==> config.mk <==
export PLATFORM = sky130hd
export DESIGN_NAME = block_map_wr_arbiter
export DESIGN_NICKNAME = d
export VERILOG_FILES = /design/src/rtl/block_map_wr_arbiter_pkg.sv /design/src/rtl/block_map_wr_arbiter_fifo.sv /design/src/rtl/block_map_wr_arbiter.sv
export SDC_FILE = /design/constraint.sdc
export NUM_CORES = 1
export LEC_CHECK = 0
export BUFFER_PORTS_ARGS = -buffer_cell sky130_fd_sc_hd__buf_2
export CELL_PAD_IN_SITES_DETAIL_PLACEMENT = 0
export CELL_PAD_IN_SITES_GLOBAL_PLACEMENT = 2
export CORE_AREA = 2 2 98 100
export DETAILED_ROUTE_END_ITERATION = 8
export DIE_AREA = 0 0 100 102
export GPL_TIMING_DRIVEN = 0
export PLACE_DENSITY_LB_ADDON = 0.1
export SYNTH_ARGS = -nofsm -noshare
export SYNTH_HDL_FRONTEND = slang
export SYNTH_SLANG_ARGS = --single-unit
==> constraint.sdc <==
create_clock -name clk -period 3.03 [get_ports clk]
set_clock_uncertainty 0.1 [all_clocks]
set_input_delay 0 -clock clk [delete_from_list [all_inputs] [get_ports clk]]
set_output_delay 0 -clock clk [all_outputs]
set_load 0.05 [all_outputs]
==> src/rtl/block_map_wr_arbiter_pkg.sv <==
// Shared constants and types for the block map write-port arbiter.
// The level-init sweep is compiled in only when BLOCK_MAP_INIT_EN is defined.
package block_map_wr_arbiter_pkg;

  localparam int MAP_W      = 33;
  localparam int MAP_H      = 27;
  localparam int MAP_CELLS  = MAP_W * MAP_H;
  localparam int ADDR_W     = 10;
  localparam int SPAWN_SIZE = 2;

  typedef enum logic [1:0] {
    IDLE  = 2'd0,
    INIT  = 2'd1,
    SERVE = 2'd2
  } state_t;

endpackage

==> src/rtl/block_map_wr_arbiter_fifo.sv <==
// Explosion clear request FIFO: power-of-two depth, flush input, and
// full/empty derived from registered pointers.
module blk_req_fifo #(
  parameter int DEPTH = 4,
  parameter int W     = 10
) (
  input  logic         clk,
  input  logic         reset_n,
  input  logic         flush,
  input  logic         push,
  input  logic [W-1:0] push_data,
  input  logic         pop,
  output logic [W-1:0] head,
  output logic         full,
  output logic         empty
);

  localparam int AW = $clog2(DEPTH);

  logic [W-1:0] mem [DEPTH];
  logic [AW:0]  wr_ptr;
  logic [AW:0]  rd_ptr;
  logic         do_push;
  logic         do_pop;

  // The extra pointer bit tells a full FIFO apart from an empty one.
  always_comb begin
    empty   = (wr_ptr == rd_ptr);
    full    = (wr_ptr[AW] != rd_ptr[AW]) && (wr_ptr[AW-1:0] == rd_ptr[AW-1:0]);
    do_push = push && !full && !flush;
    do_pop  = pop && !empty;
    head    = mem[rd_ptr[AW-1:0]];
  end

  always_ff @(posedge clk) begin
    if (do_push) begin
      mem[wr_ptr[AW-1:0]] <= push_data;
    end
  end

  always_ff @(posedge clk or negedge reset_n) begin
    if (!reset_n) begin
      wr_ptr <= '0;
      rd_ptr <= '0;
    end else if (flush) begin
      wr_ptr <= '0;
      rd_ptr <= '0;
    end else begin
      if (do_push) begin
        wr_ptr <= wr_ptr + (AW+1)'(1);
      end
      if (do_pop) begin
        rd_ptr <= rd_ptr + (AW+1)'(1);
      end
    end
  end

endmodule

==> src/rtl/block_map_wr_arbiter.sv <==
// Write-port arbiter for the arena block map RAM: init sweep, explosion FIFO
// and auxiliary writer. Sweep present only with BLOCK_MAP_INIT_EN defined.
module block_map_wr_arbiter #(
  parameter int MAP_W      = block_map_wr_arbiter_pkg::MAP_W,
  parameter int MAP_H      = block_map_wr_arbiter_pkg::MAP_H,
  parameter int ADDR_W     = block_map_wr_arbiter_pkg::ADDR_W,
  parameter int FIFO_DEPTH = 4
) (
  input  logic              clk,
  input  logic              reset_n,
  input  logic              pause,
  input  logic              init_req,
  output logic              init_busy,
  input  logic              exp_valid,
  input  logic [ADDR_W-1:0] exp_addr,
  output logic              exp_ready,
  input  logic              aux_valid,
  input  logic [ADDR_W-1:0] aux_addr,
  input  logic              aux_data,
  output logic              aux_ready,
  output logic              ram_we,
  output logic [ADDR_W-1:0] ram_addr,
  output logic              ram_din,
  output logic              err_oob
);

  import block_map_wr_arbiter_pkg::*;

  localparam int                CELLS     = MAP_W * MAP_H;
  localparam logic [ADDR_W-1:0] LAST_ADDR = ADDR_W'(CELLS - 1);

  state_t            state;
  logic              last_grant_aux;
  logic              fifo_full;
  logic              fifo_empty;
  logic [ADDR_W-1:0] fifo_head;
  logic              exp_push;
  logic              can_grant;
  logic              grant_exp;
  logic              grant_aux;
  logic [ADDR_W-1:0] grant_addr;
  logic              grant_din;
  logic              grant_oob;

`ifdef BLOCK_MAP_INIT_EN
  localparam int XW = $clog2(MAP_W);
  localparam int YW = $clog2(MAP_H);

  logic [ADDR_W-1:0] sw_addr;
  logic [XW-1:0]     sw_x;
  logic [YW-1:0]     sw_y;
  logic              sweep_din;

  // Pillars on odd/odd tiles and a cleared spawn corner; everything else solid.
  always_comb begin
    sweep_din = !((sw_x[0] & sw_y[0]) |
                  ((sw_x < XW'(SPAWN_SIZE)) & (sw_y < YW'(SPAWN_SIZE))));
  end
`else
  assign init_busy = 1'b0;
`endif

  blk_req_fifo #(
    .DEPTH (FIFO_DEPTH),
    .W     (ADDR_W)
  ) u_fifo (
    .clk       (clk),
    .reset_n   (reset_n),
    .flush     (init_req),
    .push      (exp_push),
    .push_data (exp_addr),
    .pop       (grant_exp),
    .head      (fifo_head),
    .full      (fifo_full),
    .empty     (fifo_empty)
  );

  // Round-robin only matters on contention; a lone pending source always wins.
  always_comb begin
    exp_ready  = !fifo_full && (state != INIT);
    exp_push   = exp_valid && exp_ready;
    can_grant  = !pause && !init_req && (state != INIT);
    grant_exp  = can_grant && !fifo_empty && (!aux_valid || last_grant_aux);
    grant_aux  = can_grant && aux_valid && (fifo_empty || !last_grant_aux);
    aux_ready  = grant_aux;
    grant_addr = grant_aux ? aux_addr : fifo_head;
    grant_din  = grant_aux ? aux_data : 1'b0;
    grant_oob  = (grant_addr > LAST_ADDR);
  end

  always_ff @(posedge clk or negedge reset_n) begin
    if (!reset_n) begin
      state          <= IDLE;
      last_grant_aux <= 1'b1;
      ram_we         <= 1'b0;
      ram_addr       <= '0;
      ram_din        <= 1'b0;
      err_oob        <= 1'b0;
`ifdef BLOCK_MAP_INIT_EN
      init_busy      <= 1'b0;
      sw_addr        <= '0;
      sw_x           <= '0;
      sw_y           <= '0;
`endif
    end else begin
      ram_we  <= 1'b0;
      err_oob <= 1'b0;
`ifdef BLOCK_MAP_INIT_EN
      // Held one cycle past the sweep so it covers the final write on the bus.
      init_busy <= init_req || (state == INIT);
`endif
      if (init_req) begin
`ifdef BLOCK_MAP_INIT_EN
        state   <= INIT;
        sw_addr <= '0;
        sw_x    <= '0;
        sw_y    <= '0;
`else
        state   <= IDLE;
`endif
      end
`ifdef BLOCK_MAP_INIT_EN
      else if (state == INIT) begin
        if (!pause) begin
          ram_we   <= 1'b1;
          ram_addr <= sw_addr;
          ram_din  <= sweep_din;
          if (sw_addr == LAST_ADDR) begin
            state <= IDLE;
          end else begin
            sw_addr <= sw_addr + ADDR_W'(1);
            if (sw_x == XW'(MAP_W - 1)) begin
              sw_x <= '0;
              sw_y <= sw_y + YW'(1);
            end else begin
              sw_x <= sw_x + XW'(1);
            end
          end
        end
      end
`endif
      else begin
        if (grant_exp || grant_aux) begin
          last_grant_aux <= grant_aux;
          if (grant_oob) begin
            err_oob <= 1'b1;
          end else begin
            ram_we   <= 1'b1;
            ram_addr <= grant_addr;
            ram_din  <= grant_din;
          end
        end
        state <= (!fifo_empty || aux_valid) ? SERVE : IDLE;
      end
    end
  end

endmodule

==> results of run 1 <==
## registers in the layout, indices dropped and copies added (netlist names)
signal and flops:
u_fifo.mem 40, ram_din 1, last_grant_aux 1, u_fifo.rd_ptr 3, u_fifo.wr_ptr 3, err_oob 1
ram_we 1, ram_addr 10
## cells by family (layout without fill, tap and decap cells)
logic type	count (synthesis)	count (layout)
mux	20	20
xor+xnor	7	7
compound gates	31	31
other cells	1	1
simple gates	40	40
flops	60	60
fa+ha+maj	5	5
buf+inv	15	96
## worst max-delay path, cell delays in order, from the launching register on
cell	delay, ns
dfrtp_1	0.46
buf_6	0.22
xnor2_1	0.16
nand3_1	0.14
a21oi_2	0.31
mux2i_1	0.40
clkbuf_1	0.42
o21ai_0	0.19
a32o_1	0.29
## layout by cell type, fill, tap and decap left out, types with 2 or more instances in the layout
cell / count
a211oi_1: 8
a21oi_1: 3
a21oi_2: 2
a221o_1: 7
and2_1: 5
buf_2: 42
buf_6: 2
bufinv_16: 3
clkbuf_1: 6
clkbuf_8: 9
clkinv_4: 2
dfrtp_1: 19
dlygate4sd3_1: 25
edfxtp_1: 40
ha_1: 5
inv_1: 3
mux2_2: 2
mux2i_1: 8
mux4_2: 9
nand2_1: 9
nand3_1: 4
nand4_1: 2
nor2_1: 13
nor2b_1: 2
o21ai_0: 3
xnor2_1: 6
## stage by stage
| step | utilization | power [mW] |
|---|---|---|
| floorplan | - | 1.35 |
| global placement | 0.331 | 1.48 |
| detailed placement | 0.331 | 1.49 |
| CTS | 0.385 | 2.43 |
| global route | 0.386 | 2.50 |
| finish | 0.386 | 2.39 |
## report_power, final
group          leakage (nW)  switching (mW)  internal (mW)
logic                 0.605           0.334          0.172
clock network         0.120           0.345          0.552
registers             0.614          0.0394          0.950
## area by class of cell
| cell class | count | area (sq um) |
|---|---|---|
| Timing Repair Buffer | 65 | 450 |
| Clock inverter | 7 | 124 |
| Buffer | 12 | 66.3 |
| Fill cell | 870 | 5590 |
| Multi-Input combinational cell | 104 | 897 |
| Inverter | 3 | 11.3 |
| Sequential cell | 60 | 1700 |
| Clock buffer | 9 | 124 |
| Tap cell | 111 | 139 |
## final timing paths
check	start	end	slack, ns	cells after the start
min in group clk	pause	ram_we	0.13	6
worst min-delay path	reset_n	ram_we	0.05	2
worst min register to register	ram_din	ram_din	0.40	1
worst max register to register	u_fifo.rd_ptr[0]	ram_din	0.22	8
max in group asynchronous	reset_n	last_grant_aux	2.41	2
worst max-delay path	u_fifo.rd_ptr[0]	ram_din	0.22	8
## per-layer routing
layer  vias up  share of wire  track usage  wire length (um)
met5         -              0            0                 0
met1       867           0.44        0.159              2720
met4         0          0.019       0.0569               119
met2        40           0.49        0.227              3010
li1        837              -            -                 -
met3        14          0.044       0.0260               272
## timing repair
action / 4_1_cts / 5_1_grt
setup endpoints to repair: 0 / 7
hold buffers: 25 / 0
resized for setup: 0 / 1
endpoints found under the hold margin: 77 / 0
==> impl_metrics.env, run 1 <==
export IMPL_gp_congestion=0.749
export IMPL_syn_inst=179
export IMPL_rows=35
export IMPL_slew_violations=0
export IMPL_synth_distinct_cells=41
export IMPL_dr_pass1_iters=4
export IMPL_end_kind="flip-flop"
export IMPL_syn_to_final_growth_pct=31.4
export IMPL_antenna_found_initial=0
export IMPL_required_ns=3.15
export IMPL_synth_area_leader_cell="edfxtp_1"
export IMPL_arrival_ns=2.93
export IMPL_cp_max_fo=10
export IMPL_synth_edff_count=40
export IMPL_path_clk_slew_ns=0.08
export IMPL_finalCriticalPeriod_ns=2.81
export IMPL_ant_nets=0
export IMPL_synth_top_family_by_area="multiplexers"
export IMPL_clk_latency_ns=0.34
export IMPL_port_buffers=40
export IMPL_wl_per_cell_um=16.5
export IMPL_grt_max_degree=21
export IMPL_cts_sinks=60
export IMPL_dpl_instance_area_sq_um=3010
export IMPL_die_h_um=102
export IMPL_relSlewSlack=0.592
export IMPL_synthTopCellsByCount="edfxtp_1, dfrtp_1, nor2_1"
export IMPL_seq_area_frac_synth=0.637
export IMPL_synth_xor_area_frac=0.0229
export IMPL_synthAdderAreaFrac=0.0234
export IMPL_status="finished clean"
export IMPL_maxCapViolations=0
export IMPL_ys_warn_count=0
export IMPL_critPathLaunchType="flip-flop"
export IMPL_fin_area_sq_um=3510
export IMPL_grt_usage=0.131
export IMPL_fin_tns_setup_ns=0
export IMPL_hold_ws_ns=0.0460
export IMPL_dp_hpwl_um=4230
export IMPL_setup_slack_ns=0.222
export IMPL_synth_top_area_share=0.449
export IMPL_synth_nets=211
export IMPL_ys_ff_latch=60
export IMPL_postCtsSetupBuffers=0
export IMPL_die_area_sq_um=10200
export IMPL_drt_iter0_drc=59
export IMPL_initial_core_util=0.294
export IMPL_rsz0062_at_grt="no"
export IMPL_num_vias=1758
export IMPL_instances_no_fill=371
export IMPL_root_buffer="clkbuf_8"
export IMPL_fin_crit_sh=0.927
export IMPL_p_leak_nw=1.34
export IMPL_drc=0
export IMPL_io_pins=43
export IMPL_numCtsBuffers=9
export IMPL_synthArstFlopShare=0.333
export IMPL_powerDensity_nw_per_um2=681
export IMPL_synth_compound_area_share=0.0903
export IMPL_netlist_area_sq_um=2670
export IMPL_core_sq_um=9110
export IMPL_yosys_mux_area_fraction=0.124
export IMPL_die_w_um=100
export IMPL_synth_most_common_cell="edfxtp_1"
export IMPL_hold_viol_final=0
export IMPL_vias_per_cell=4.74
export IMPL_setup_viol=0
export IMPL_vdd_drop_max_mv=0.285
export IMPL_drive_gt1_frac=0.292
export IMPL_routed_wl_um=6120
export IMPL_hold_path_class="primary input to asynchronous set/reset pin"
export IMPL_synthFlopType="edfxtp_1"
export IMPL_cts_tree="done"
export IMPL_cts_buffer_depth=2
export IMPL_grt_pass1_vias=1905
export IMPL_overflow=0
export IMPL_final_nets=287
export IMPL_syn_avg_cell_area_sq_um=14.9
export IMPL_synthTopCellsByArea="edfxtp_1, dfrtp_1, mux4_2, mux2i_1, a221o_1"
export IMPL_clock_fmax_ghz=0.356
export IMPL_synth_simple_gate_area_frac=0.0721
export IMPL_worstSetupPathType="flip-flop to flip-flop"
export IMPL_ctsHtreeMaxLevel=3
export IMPL_placed_cells=330
export IMPL_tightest_slew_ns=0.611
export IMPL_pre_cts_ws_ns=0.0823
export IMPL_diodes=0
export IMPL_grt_pass1_wl_um=9870
(Power assumes the default switching activity.)
==> run 2: changes to the inputs <==
- CORE_AREA: 2 2 98 100 -> 2 2 101 103
- DIE_AREA: 0 0 100 102 -> 0 0 103 105
- SYNTH_HIERARCHICAL: default -> 1
==> run 2 against run 1 <==
Compared with the run above:
- total power up 15%
- first-iteration DRC count up 8.5%
- critical path depth up 3
- synthesized area up 6.5%
- sequential power up 6%
- combinational power up 79%
- hold slack worse by 0.034 ns
- critical path type unchanged
- largest cell class unchanged
==> impl_metrics.env, run 2 <==
export IMPL_fin_tns_setup_ns=0
export IMPL_grt_max_degree=21
export IMPL_synthFlopType="edfxtp_1"
export IMPL_vias_per_cell=4.49
export IMPL_setup_viol=0
export IMPL_worstSetupPathType="flip-flop to flip-flop"
export IMPL_r2r_end="ram_addr[1]"
export IMPL_total_power_mw=2.75
export IMPL_finalCriticalPeriod_ns=2.84
export IMPL_die_area_sq_um=10800
export IMPL_cp_slowest_cell="dfrtp_1"
export IMPL_dp_hpwl_um=4360
export IMPL_postCtsSetupBuffers=0
export IMPL_synth_distinct_cells=47
export IMPL_register_area_sq_um=1700
export IMPL_initial_core_util=0.295
export IMPL_grt_usage=0.127
export IMPL_reg2reg_depth=11
export IMPL_antenna_found_initial=0
export IMPL_numCtsBuffers=9
export IMPL_clock_fmax_ghz=0.353
export IMPL_fin_crit_sh=0.936
export IMPL_critPathLaunchType="flip-flop"
export IMPL_clk_latency_ns=0.33
export IMPL_end_kind="flip-flop"
export IMPL_final_cell_mix="buf_2, edfxtp_1, dlygate4sd3_1"
export IMPL_min_from="init_req"
export IMPL_cts_sinks=60
export IMPL_r2r_slack_ns=0.19
export IMPL_synthTopCellsByArea="edfxtp_1, dfrtp_1, mux4_2, mux2_4, mux2_2"
export IMPL_seq_area_frac_synth=0.598
export IMPL_netlist_area_sq_um=2850
export IMPL_grt_pass1_wl_um=10300
export IMPL_r2r_start="u_fifo/wr_ptr[1]"
export IMPL_pre_cts_ws_ns=-0.135
export IMPL_core_sq_um=9640
export IMPL_synth_nets=225
export IMPL_dpl_instance_area_sq_um=3220
export IMPL_slew_violations=0
export IMPL_cts_buffer_depth=2
export IMPL_rsz0062_at_grt="no"
export IMPL_cp_max_fo=10
export IMPL_overflow=0
export IMPL_fill_cells=958
export IMPL_arrival_ns=2.95
export IMPL_worstSetupStartpoint="u_fifo/wr_ptr[1]"
export IMPL_die_h_um=105
export IMPL_p_leak_nw=1.50
export IMPL_ys_warn_count=6
export IMPL_instances_no_fill=410
export IMPL_synth_area_leader_cell="edfxtp_1"
export IMPL_multi_input_area_sq_um=1070
export IMPL_path_buf_inv=3
export IMPL_hold_viol_final=0
export IMPL_drc=0
export IMPL_diodes=0
export IMPL_relSlewSlack=0.623
export IMPL_drt_iter0_drc=64
export IMPL_hold_path_class="primary input to flip-flop"
export IMPL_ys_ff_latch=60
export IMPL_ant_nets=0
export IMPL_synth_most_common_cell="edfxtp_1"
export IMPL_max_stage_delay_ns=0.40
export IMPL_holdPathStages=4
export IMPL_path_delay_family="simple AND/OR/NAND/NOR gates"
export IMPL_vdd_drop_max_mv=0.261
export IMPL_syn_inst=193
export IMPL_num_vias=1840
export IMPL_postLayoutCoreUtil=0.389
export IMPL_die_w_um=103
export IMPL_largest_register_ff_count=40
export IMPL_powerDensity_nw_per_um2=735
export IMPL_maxCapViolations=0
export IMPL_path_clk_slew_ns=0.07
export IMPL_synthArstFlopShare=0.333
export IMPL_fin_area_sq_um=3750
export IMPL_syn_avg_cell_area_sq_um=14.7
export IMPL_io_pins=43
export IMPL_gp_congestion=0.700
export IMPL_port_buffers=41
export IMPL_root_buffer="clkbuf_8"
export IMPL_cts_tree="done"
export IMPL_rows=36
export IMPL_path_cells="buf_2 -> xnor2_2 -> nand2_1 -> nor2_2 -> nor2b_1 -> or2_0 -> buf_6 -> mux2i_4 -> o22a_1 -> buf_6 -> mux2_4"
export IMPL_cp_common_cell="buf_6"
export IMPL_final_nets=304
export IMPL_hold_end="u_fifo/rd_ptr[0]"
export IMPL_synthTopCellsByCount="edfxtp_1, dfrtp_1, inv_1"
export IMPL_synth_edff_count=40
export IMPL_routed_wl_um=6260
export IMPL_placed_cells=368
export IMPL_dr_pass1_iters=4
export IMPL_synth_top_area_share=0.422
export IMPL_tightest_slew_ns=0.565
export IMPL_setup_slack_ns=0.195
export IMPL_syn_to_final_growth_pct=31.6
export IMPL_drive_gt1_frac=0.365
export IMPL_layout_commonest_cell="buf_2"
export IMPL_status="finished clean"
export IMPL_grt_pass1_vias=1979
export IMPL_wl_per_cell_um=15.3
export IMPL_hold_ws_ns=0.0124
export IMPL_ctsHtreeMaxLevel=3
export IMPL_required_ns=3.15
==> run 2: final cells by class <==
| cell class | count | share of cell area |
|---|---|---|
| tap | 133 | 0.0444 |
| clock buffer | 11 | 0.0351 |
| clock inverter | 5 | 0.0230 |
| multi-input combinational | 112 | 0.287 |
| buffer | 10 | 0.0194 |
| inverter | 11 | 0.0110 |
| sequential | 60 | 0.455 |
| timing repair buffer | 68 | 0.126 |
==> run 2: worst max-delay path by stage <==
stage,to,slack (ns),depth (start not counted)
floorplan,ram_addr[0],0.36,11
global placement,u_fifo/rd_ptr[0],-0.46,6
detailed placement,ram_addr[6],-0.14,11
CTS,u_fifo/mem[2][7],0.03,8
global route,ram_addr[1],0.05,11
finish,ram_addr[1],0.19,11
==> run 2: power breakdown <==
group	internal [mW]	switching, mW
Clock	0.468	0.329
Sequential	0.992	0.0581
Combinational	0.351	0.556
==> run 2: what timing repair did <==
action	4_1_cts	5_1_grt
resized for setup	2	8
endpoints found under the hold margin	73	0
hold buffers	26	0
setup endpoints to repair	51	48
==> run 2: cell families (layout without fill, tap and decap cells) <==
logic type | Yosys count | count (layout) | synth area share
AOI/OAI and AO/OA | 33 | 33 | 0.0809
xor gates and xnor gates | 6 | 6 | 0.0185
adders and majority gates | 5 | 5 | 0.0220
buffers and inverters | 21 | 105 | 0.0391
DFF | 60 | 60 | 0.598
muxes | 28 | 28 | 0.164
other | 1 | 1 | 0.00132
and+or+nand+nor | 39 | 39 | 0.0760
==> run 2: worst register-to-register path: cells and delay by family (launching register included) <==
family	cells	cell delay (ns)
flip-flops	1	0.40
XOR/XNOR	1	0.28
AND/OR/NAND/NOR	4	0.73
AO/OA/AOI/OAI	1	0.21
multiplexers	2	0.51
buffers and inverters	3	0.50
==> run 2: routing by layer <==
layer  part of all wire  vias up  track usage
li1                   -      896            -
met1               0.49      898        0.169
met2               0.46       41        0.201
met3              0.040        5       0.0361
met4             0.0094        0       0.0367
met5                  0        -            0
